===== config.mk =====
export PLATFORM = sky130hd
export DESIGN_NAME = aud_freq_divider
export DESIGN_NICKNAME = d
export VERILOG_FILES = /design/src/rtl/aud_freq_divider_pkg.sv /design/src/rtl/aud_down_counter.sv /design/src/rtl/aud_freq_divider.sv
export SDC_FILE = /design/constraint.sdc
export NUM_CORES = 1
export LEC_CHECK = 0
export CAP_MARGIN = 20
export CELL_PAD_IN_SITES_DETAIL_PLACEMENT = 0
export CELL_PAD_IN_SITES_GLOBAL_PLACEMENT = 2
export CORE_UTILIZATION = 35
export DETAILED_ROUTE_END_ITERATION = 8
export PLACE_DENSITY = 0.95
export SLEW_MARGIN = 5
export SYNTH_ARGS = -nofsm -noshare
export SYNTH_HDL_FRONTEND = slang
export SYNTH_HIERARCHICAL = 1
export SYNTH_SLANG_ARGS = --single-unit

===== constraint.sdc =====
create_clock -name clk -period 5.24 [get_ports clk]
set_clock_uncertainty 0.15 [all_clocks]
set_input_delay 1.048 -clock clk [delete_from_list [all_inputs] [get_ports clk]]
set_output_delay 1.048 -clock clk [all_outputs]
set_load 0.02 [all_outputs]

===== src/rtl/aud_freq_divider_pkg.sv =====
// Shared constants and reload helper for the audio channel-pair frequency divider.
package aud_freq_divider_pkg;

    localparam int unsigned AUDF_W         = 8;
    localparam int unsigned CNT_W          = AUDF_W + 1;
    localparam int unsigned JOIN_W         = 2 * AUDF_W + 1;
    localparam int unsigned FAST_OFS8_DEF  = 3;
    localparam int unsigned FAST_OFS16_DEF = 6;

    // The extra bit above AUDF holds the fast-clock offset without wrapping.
    function automatic logic [CNT_W-1:0] reload8(
        input logic [AUDF_W-1:0] audf,
        input logic              fast,
        input int unsigned       ofs
    );
        return {1'b0, audf} + (fast ? CNT_W'(ofs) : {CNT_W{1'b0}});
    endfunction

endpackage


===== src/rtl/aud_down_counter.sv =====
// Loadable down counter with zero flag; one instance per audio channel.
module aud_down_counter
    import aud_freq_divider_pkg::*;
(
    input  logic             clk,
    input  logic             rst,
    input  logic             en,
    input  logic             load,
    input  logic [CNT_W-1:0] load_val,
    output logic             zero
);

    logic [CNT_W-1:0] cnt;

    always_ff @(negedge clk) begin
        if (rst) begin
            cnt <= '0;
        end else if (load) begin
            cnt <= load_val;
        end else if (en) begin
            cnt <= cnt - 1'b1;
        end
    end

    assign zero = (cnt == '0);

endmodule


===== src/rtl/aud_freq_divider.sv =====
// Audio channel-pair divider: two 8-bit dividers or one joined 16-bit divider,
// producing one-enn-wide tick pulses for the poly-counter stage.
module aud_freq_divider
    import aud_freq_divider_pkg::*;
#(
    parameter int unsigned FAST_OFS8  = FAST_OFS8_DEF,
    parameter int unsigned FAST_OFS16 = FAST_OFS16_DEF
) (
    input  logic              clk,
    input  logic              init,
    input  logic              enn,
    input  logic              audClock,
    input  logic              fast_lo,
    input  logic              fast_hi,
    input  logic              join_en,
    input  logic [AUDF_W-1:0] audf_lo,
    input  logic [AUDF_W-1:0] audf_hi,
    input  logic              stimer,
    output logic              tick_lo,
    output logic              tick_hi
);

    logic              join_q;
    logic              ce_lo, ce_hi, force_ld;
    logic              zero_lo, zero_hi;
    logic              en_lo, en_hi, ld_lo, ld_hi;
    logic [CNT_W-1:0]  val_lo, val_hi;
    logic [CNT_W-1:0]  rl_lo, rl_hi, jrl_lo, jrl_hi;
    logic [JOIN_W-1:0] join_sum;
    logic              tick_lo_nxt, tick_hi_nxt;

    assign ce_lo    = enn & (fast_lo | audClock);
    assign ce_hi    = enn & (fast_hi | audClock);
    assign force_ld = enn & (stimer | (join_en != join_q));

    assign rl_lo = reload8(audf_lo, fast_lo, FAST_OFS8);
    assign rl_hi = reload8(audf_hi, fast_hi, FAST_OFS8);

    // Joined reload: the fast offset may carry out of the low byte into hi.
    assign join_sum = {1'b0, audf_hi, audf_lo}
                    + (fast_lo ? JOIN_W'(FAST_OFS16) : {JOIN_W{1'b0}});
    assign jrl_lo   = {1'b0, join_sum[AUDF_W-1:0]};
    assign jrl_hi   = join_sum[JOIN_W-1:AUDF_W];

    always_comb begin
        en_lo       = 1'b0;
        en_hi       = 1'b0;
        ld_lo       = 1'b0;
        ld_hi       = 1'b0;
        val_lo      = rl_lo;
        val_hi      = rl_hi;
        tick_lo_nxt = 1'b0;
        tick_hi_nxt = 1'b0;
        if (force_ld) begin
            ld_lo = 1'b1;
            ld_hi = 1'b1;
            if (join_en) begin
                val_lo = jrl_lo;
                val_hi = jrl_hi;
            end
        end else if (join_en) begin
            if (ce_lo) begin
                if (!zero_lo) begin
                    en_lo = 1'b1;
                end else if (zero_hi) begin
                    ld_lo       = 1'b1;
                    ld_hi       = 1'b1;
                    val_lo      = jrl_lo;
                    val_hi      = jrl_hi;
                    tick_hi_nxt = 1'b1;
                end else begin
                    // Borrow from the upper byte and restart the low byte.
                    ld_lo  = 1'b1;
                    val_lo = {1'b0, {AUDF_W{1'b1}}};
                    en_hi  = 1'b1;
                end
            end
        end else begin
            if (ce_lo) begin
                ld_lo       = zero_lo;
                en_lo       = !zero_lo;
                tick_lo_nxt = zero_lo;
            end
            if (ce_hi) begin
                ld_hi       = zero_hi;
                en_hi       = !zero_hi;
                tick_hi_nxt = zero_hi;
            end
        end
    end

    aud_down_counter u_cnt_lo (
        .clk      (clk),
        .rst      (init),
        .en       (en_lo),
        .load     (ld_lo),
        .load_val (val_lo),
        .zero     (zero_lo)
    );

    aud_down_counter u_cnt_hi (
        .clk      (clk),
        .rst      (init),
        .en       (en_hi),
        .load     (ld_hi),
        .load_val (val_hi),
        .zero     (zero_hi)
    );

    always_ff @(negedge clk) begin
        if (init) begin
            tick_lo <= 1'b0;
            tick_hi <= 1'b0;
            join_q  <= join_en;
        end else if (enn) begin
            tick_lo <= tick_lo_nxt;
            tick_hi <= tick_hi_nxt;
            join_q  <= join_en;
        end
    end

endmodule


# Yosys cells after proc, flatten, opt, wreduce, memory -nomap -nowiden
# Index checks and enable logic that the tools add are counted.
# word_totals
word_cells	70
register_bits	21
inputBits	24
out_inout_bits	2
ramBits	0
latchBits	0
n_memories	0
mem_bits_ro	0
# op_classes
div	0
n_lt_le_gt_ge	0
n_addsub	5
n_bitwise	6
muxes	46
reduce_logical	7
n_shift	0
multipliers	0
n_eq_ne	1
# ops
cell	n
$mux W9	15
$mux W1	27
$add A8 B2 Y9	2
$logic_not A9 Y1	2
$sub A9 B1 Y9 const B	2
$add A16 B3 Y17	1
$mux W8	1
$reduce_bool A2 Y1	3
$mux W2	2
$and A1 B1 Y1	3
$mux W3	1
$or A1 B1 Y1	3
$logic_not A1 Y1	2
$ne A1 B1 Y1	1

# Depth between registers and ports, before layout
# Gate-level depths: netlist (run 1).
# depth
ltp_word	8
depth_mapped	12
mapped_depth_nobuf	12

# Cells and area by module
# The synthesis (run 1) kept the hierarchy.
# by_module_without_submodules
module	cells_per_inst	seq_area_each_um2	area_each_um2	n_inst
aud_freq_divider	137	70.1	988.4	1
aud_down_counter	58	180.2	480.5	2

==> results of run 1 <==
==> cells by family (layout without fill, tap and decap cells) <==
| kind of cell | count (synthesis) | after routing |
|---|---|---|
| fa+ha+maj | 10 | 10 |
| compound gates | 73 | 73 |
| xor+xnor | 16 | 16 |
| simple gates | 97 | 97 |
| mux | 7 | 7 |
| flops | 21 | 21 |
| buf+inv | 29 | 138 |
==> sequential cells by signal (all words and copies together), names as in the netlist <==
register	count
u_cnt_hi/cnt	9
tick_hi	1
tick_lo	1
u_cnt_lo/cnt	9
join_q	1
==> worst paths after layout <==
check,to,cells past startpoint
worst min register to register,tick_hi,2
worst min-delay path,tick_hi,2
worst max register to register,u_cnt_hi/cnt[5],8
worst max-delay path,u_cnt_hi/cnt[5],8
==> area by class of cell <==
class	instances	area, um^2
clock buffers	3	41.3
clock inverters	22	82.6
fillers	470	2040
inverters	18	67.6
multi-input cells	203	1690
flip-flops and latches	21	430
well taps	70	87.6
repair buffers	95	792
==> cell usage in the layout, fill, tap and decap left out, drive strengths merged, types with 4 or more instances in the layout <==
| cell | netlist | layout |
|---|---|---|
| buf | 6 | 77 |
| inv | 21 | 40 |
| nor2 | 23 | 23 |
| nand2 | 22 | 22 |
| dfxtp | 20 | 20 |
| a21oi | 14 | 14 |
| o21ai | 12 | 12 |
| xor2 | 10 | 10 |
| clkdlybuf4s50 | 0 | 10 |
| a311oi | 10 | 10 |
| nand2b | 7 | 7 |
| ha | 7 | 7 |
| xnor2 | 6 | 6 |
| mux2i | 6 | 6 |
| or4 | 6 | 6 |
| or3 | 6 | 6 |
| nand3 | 5 | 5 |
| clkbuf | 2 | 5 |
| o31ai | 5 | 5 |
| a21o | 4 | 4 |
| and3 | 4 | 4 |
| a31oi | 4 | 4 |
| nor3 | 4 | 4 |
| dlymetal6s2s | 0 | 4 |
| a22oi | 4 | 4 |
| o2111ai | 4 | 4 |
==> worst min-delay path: cells and delay by family, from the launching register on <==
family | cells | cell delay (ns)
compound gates | 1 | 0.06
simple gates | 1 | 0.07
flops | 1 | 0.32
==> per-stage QoR <==
stage                     hold slack (ns)  TNS, ns  cell area [um^2]  total power [uW]  util, %
final                               0.335   -0.299              3190               646     61.0
after global routing                0.385   -0.831              3190               697     61.0
after CTS                           0.342   -0.679              3090               636     59.1
after detailed placement            0.332   -14.78              2770               465     52.9
after global placement              0.328   -14.12              2770               461     52.9
after floorplan                     0.324    -3.64              2040               363        -
==> synthesized netlist by cell type, types with 4 or more instances <==
cell,instances
xnor2_1,6
xor2_1,10
and3_1,4
a22oi_1,4
a21oi_1,14
or4_1,4
a21o_1,4
inv_1,21
nor2_1,23
mux2i_1,5
dfxtp_1,20
nor3_1,4
o31ai_1,5
nand3_1,5
nand2b_1,7
or3_2,6
o21ai_0,11
nand2_1,22
a31oi_1,4
o2111ai_1,4
a311oi_1,10
ha_1,7
==> layer usage <==
| layer | up-vias | global-route usage, % | wire length, um |
|---|---|---|---|
| li1 | 1167 | - | - |
| met3 | 7 | 3.35 | 189 |
| met2 | 55 | 34.1 | 2880 |
| met5 | - | 0 | 0 |
| met1 | 1076 | 26.9 | 2890 |
| met4 | 0 | 9.23 | 74 |
==> power groups by stage <==
stage	clock network, uW	logic [uW]	registers (uW)
floorplan	28.3	139	196
global placement	28.3	233	200
detailed placement	28.3	236	201
CTS	177	260	199
global route	193	300	203
finish	171	275	201
==> timing repair <==
| action | 4_1_cts | 5_1_grt |
|---|---|---|
| endpoints found under the setup margin | 18 | 17 |
| hold buffers | 0 | 0 |
| gates resized for setup | 71 | 31 |
| pin swaps | 28 | 20 |
| setup buffers | 8 | 2 |
==> results.md, run 1 <==
- Slew @ Worst Pin: 1.30 ns
- Crit-path cells: buf_8 > buf_8 > mux2_4 > o2111ai_2 > nor2_2 > or4b_4 > or4_4 > a311oi_2
- WP data arrival: 2.85 ns
- Int Power: 396 uW
- Syn Area/Cell: 7.71 um^2
- Max cap viols: 0
- Hpwl dp: 4.53 mm
- Net Sw Frac: 38.8%
- Seq/Total Area, Yosys: 22.1%
- Clk Latency, worst-skew pair: 0.34 ns
- Xor/xnor share of the synthesized area: 7.19%
- Post-Syn Instances: 253
- Initial Utilization: 37.2%
- Placed Instances: 400
- Startpoint types: input pin
- Via density: 5.34
- Fin nets: 397
- Sink Count: 21
- Top cell type's share of synthesized area: 20.5%
- Post-Synth Simple-Gate Area: 27.1%
- Ys async rst share: 0%
- Die W: 76.6 um
- Synth top area cells: dfxtp_1, a311oi_1, ha_1
- Max stage delay on crit path: 0.48 ns
- GRT Total Usage: 20.9%
- Adder-Cell Fraction of Synth Area: 7.57%
- Initial antenna violation count: 0
- CTS Buf Count: 3
- Cell Pwr Density: 202 nW/um^2
- DRT iter0 DRCs: 108
- Synth Register Bits: 21
- Critical Path Start: join_en
- Main flop type after synthesis: dfxtp_1
- Place WS: -0.976 ns
- Worst slew margin: 12.7%
- Total wire length: 6.04 mm
- Global-route wire length before repair: 10.0 mm
- FP Rows: 26
- Worst Path Required: 2.71 ns
- Number of global-route vias before repair: 2278
- Final hold violations: 0
- TritonCTS clock tree: built
- IO Pins: 26
- Mux cell area share after synthesis: 3.85%
- DR DRC count: 0
- Main combinational cell family by area after synthesis: simple AND/OR/NAND/NOR gates
- Layout cell share with drive strength beyond 1: 39.0%
- Mapped Nets: 287
- CP Capture Type: flip-flop
- Final Setup Violations: 6
- Logic gate share of total power: 42.6%
- Core area: 5240 um^2
- WP buf/inv: 2
- Root Buffer: clkbuf_8
- Family with the most delay on the worst path: simple AND/OR/NAND/NOR gates
- Fin. max-slew vios: 0
- Failing checks: negative setup slack
- IO Port Bufs: 25
- Reg-to-Reg Start: u_cnt_lo/cnt[3]
- Net Sw Power: 251 uW
- R2R setup slack: 1.37 ns
- Die height: 76.6 um
- RSZ-0062 raised after global routing: yes
- Library cells used by synthesis: 51
- CP max stage cell: or4b_4
- Worst hold start: tick_hi
- Grt ovf: 0
- Worst Slack Setup Final: -0.140 ns
- Min-Delay Path Class: reg -> reg
- Via count: 2305
- Critical path peak fanout: 12
- Drt wl/cell: 14.0 um
- Crit Path Class: in -> reg
- P_leak: 0.00142 uW
- Outcome: complete, but fails checks
- Number of diodes: 0
- Crit path top cell by count: buf_8
- Clock network fraction of design power: 26.4%
- DIE AREA: 5870 um^2
- Number of synthesized flops with an enable pin: 1
- H-tree depth: 1
- Sequential power share: 31.0%
- Cell area after synthesis: 1950 um^2
- Routed Antenna Nets: 0
- Yosys top cell by area: dfxtp_1
- Largest net degree at the start of global routing: 15
- VDD IR-drop max: 0.103 mV
- Post-route non-filler standard cell count: 432
- Clock transition at path regs: 0.03 ns
- Compound-Gate Fraction of Synth Area: 26.1%
- Synth warnings: 6
- Area Growth Syn to Fin: 63.8%
- Routability Congestion: 0.866
- CTS Buffer Depth: 2
- TritonRoute pass-1 iters: 4
Note: power is estimated with default switching activity, not from simulation.
==> run 2, diff against run 1 <==
--- a/config.mk
+++ b/config.mk
@@ -5,7 +5,6 @@
 export SDC_FILE = /design/constraint.sdc
 export NUM_CORES = 1
 export LEC_CHECK = 0
-export CAP_MARGIN = 20
 export CELL_PAD_IN_SITES_DETAIL_PLACEMENT = 0
 export CELL_PAD_IN_SITES_GLOBAL_PLACEMENT = 2
 export CORE_UTILIZATION = 35
==> results of run 2 <==
Same layout as run 1: the final DEF is identical, and so are final timing and power.
==> run 3, diff against run 2 <==
--- a/config.mk
+++ b/config.mk
@@ -7,6 +7,7 @@
 export LEC_CHECK = 0
 export CELL_PAD_IN_SITES_DETAIL_PLACEMENT = 0
 export CELL_PAD_IN_SITES_GLOBAL_PLACEMENT = 2
+export CORE_MARGIN = 5
 export CORE_UTILIZATION = 35
 export DETAILED_ROUTE_END_ITERATION = 8
 export PLACE_DENSITY = 0.95
==> results.md, run 3 (synthesis results as in run 1) <==
- Worst Path Required: 2.70 ns (about the same)
- Final Power: 655 uW (+1.4%)
- GRT Total Usage: 17.2% (-3.6 points)
- P_leak: 0.00145 uW (+1.9%)
- Core area: 5470 um^2 (+4.5%)
- Sink Count: 21 (unchanged)
- Drt wl/cell: 14.1 um (+0.74%)
- Initial Utilization: 35.6% (-1.6 points)
- Failing checks: negative setup slack
- Hold-fix buffers, CTS: 0 (unchanged)
- CP max stage cell: or4b_4
- Clock transition at path regs: 0.03 ns (about the same)
- Largest net degree at the start of global routing: 15 (unchanged)
- Biggest registers after layout: u_cnt_hi/cnt (9), u_cnt_lo/cnt (9)
- Area Growth Syn to Fin: 67.8%
- Final hold violations: 0 (unchanged)
- Place WS: -1.05 ns (-0.0753 ns)
- Final Setup Violations: 7 (+1)
- TritonRoute pass-1 iters: 5 (+1)
- Clk Latency, worst-skew pair: 0.34 ns (about the same)
- Number of diodes: 0 (unchanged)
- H-tree depth: 1 (unchanged)
- Via count: 2320 (+0.65%)
- Fin. max-slew vios: 0 (unchanged)
- DIE AREA: 7160 um^2 (+22%)
- Min-Delay Path Class: reg -> reg
- Max stage delay on crit path: 0.49 ns (about the same)
- CTS Buffer Depth: 2 (unchanged)
- Routability Congestion: 0.802 (-7.4%)
- Post-route non-filler standard cell count: 440 (+1.9%)
- Grt ovf: 0 (unchanged)
- Slew @ Worst Pin: 1.08 ns (-0.221 ns)
- R2R setup slack: 1.52 ns (+0.15 ns)
- WP data arrival: 2.85 ns (about the same)
- Crit-path cells: buf_8 > buf_6 > mux2_4 > o2111ai_2 > nor2_2 > or4b_4 > or3_4 > a311oi_2
- TritonCTS clock tree: built
- VDD IR-drop max: 0.108 mV (+5.1%)
- IO Pins: 26 (unchanged)
- Outcome: complete, but fails checks
- Fin nets: 403 (+1.5%)
- Hpwl dp: 4.55 mm (+0.40%)
- CP Capture Type: flip-flop
- Cell Pwr Density: 200 nW/um^2 (-1.0%)
- Routed Antenna Nets: 0 (unchanged)
- Crit Path Class: in -> reg
- CTS Buf Count: 3 (unchanged)
- Critical path peak fanout: 12 (unchanged)
- IO Port Bufs: 25 (unchanged)
- FP Rows: 27 (+3.8%)
- Startpoint types: input pin
- Die W: 84.6 um (+10%)
- Initial antenna violation count: 0 (unchanged)
- Layout cell share with drive strength beyond 1: 40.8% (+1.8 points)
- Commonest non-fill, non-tap cell in the layout: buf_4
- Post-layout util: 59.8% (-1.2 points)
- DRT iter0 DRCs: 91 (-16%)
- Max cap viols: 0 (unchanged)
- Number of global-route vias before repair: 2369 (+4.0%)
- Worst Slack Setup Final: -0.144 ns (-0.00440 ns)
- Worst slew margin: 27.6% (+15 points)
- Root Buffer: clkbuf_8
- Via density: 5.27 (-1.2%)
- Placed Instances: 405 (+1.3%)
- Die height: 84.6 um (+10%)
- Commonest cells after routing, fill and taps aside: buf_4, inv_1, nor2_1, dfxtp_1, nand2_1
- RSZ-0062 raised after global routing: yes
- Total wire length: 6.19 mm (+2.6%)
- DR DRC count: 0 (unchanged)
- Global-route wire length before repair: 10.4 mm (+3.8%)
[run 3: through the flow]
| step | instance area, um^2 | hold slack [ns] | TNS, ns |
|---|---|---|---|
| finish | 3270 | 0.357 | -0.517 |
| global route | 3270 | 0.385 | -1.31 |
| CTS | 3150 | 0.364 | -1.11 |
| detailed placement | 2810 | 0.340 | -14.26 |
| global placement | 2810 | 0.332 | -13.76 |
| floorplan | 2040 | 0.324 | -3.64 |
[run 3: worst max-delay path: cells and delay by family]
| family | cells | cell delay [ns] |
|---|---|---|
| AND/OR/NAND/NOR | 3 | 0.95 |
| buffers and inverters | 2 | 0.25 |
| AO/OA/AOI/OAI | 2 | 0.39 |
| multiplexers | 1 | 0.21 |
[run 3: final timing paths]
| path | startpoint | to | cells past startpoint |
|---|---|---|---|
| setup / recovery | join_en | u_cnt_hi/cnt[7] | 8 |
| hold reg to reg | tick_hi | tick_hi | 2 |
| setup reg to reg | u_cnt_lo/cnt[3] | u_cnt_hi/cnt[7] | 8 |
| hold / removal | tick_hi | tick_hi | 2 |
[run 3: layer usage]
layer	global-route usage [%]	vias to the layer above	part of all wire, %
met5	0	-	0
met4	5.47	0	0.58
met3	3.63	4	4.0
met2	28.4	42	47
met1	22.4	1100	48
li1	-	1174	-
[run 3: area by class of cell]
class / count / area [um^2]
multi-input cells: 203 / 1700
clock inverters: 22 / 82.6
flip-flops and latches: 21 / 430
repair buffers: 101 / 856
fillers: 492 / 2200
inverters: 18 / 67.6
well taps: 72 / 90.1
clock buffers: 3 / 41.3
[run 3: repair_timing]
action                                  in CTS  in global routing
pin swaps                                   34                 20
endpoints found under the setup margin      18                 14
cloned                                       1                  0
setup buffers                                8                  5
gates resized for setup                     76                 34
[run 3: where the power goes]
group          leakage (uW)  switching (uW)  total (uW)  internal (uW)
combinational       0.00114             134         285            150
clock              0.000139            96.0         169           73.4
sequential         0.000175            20.9         201            180
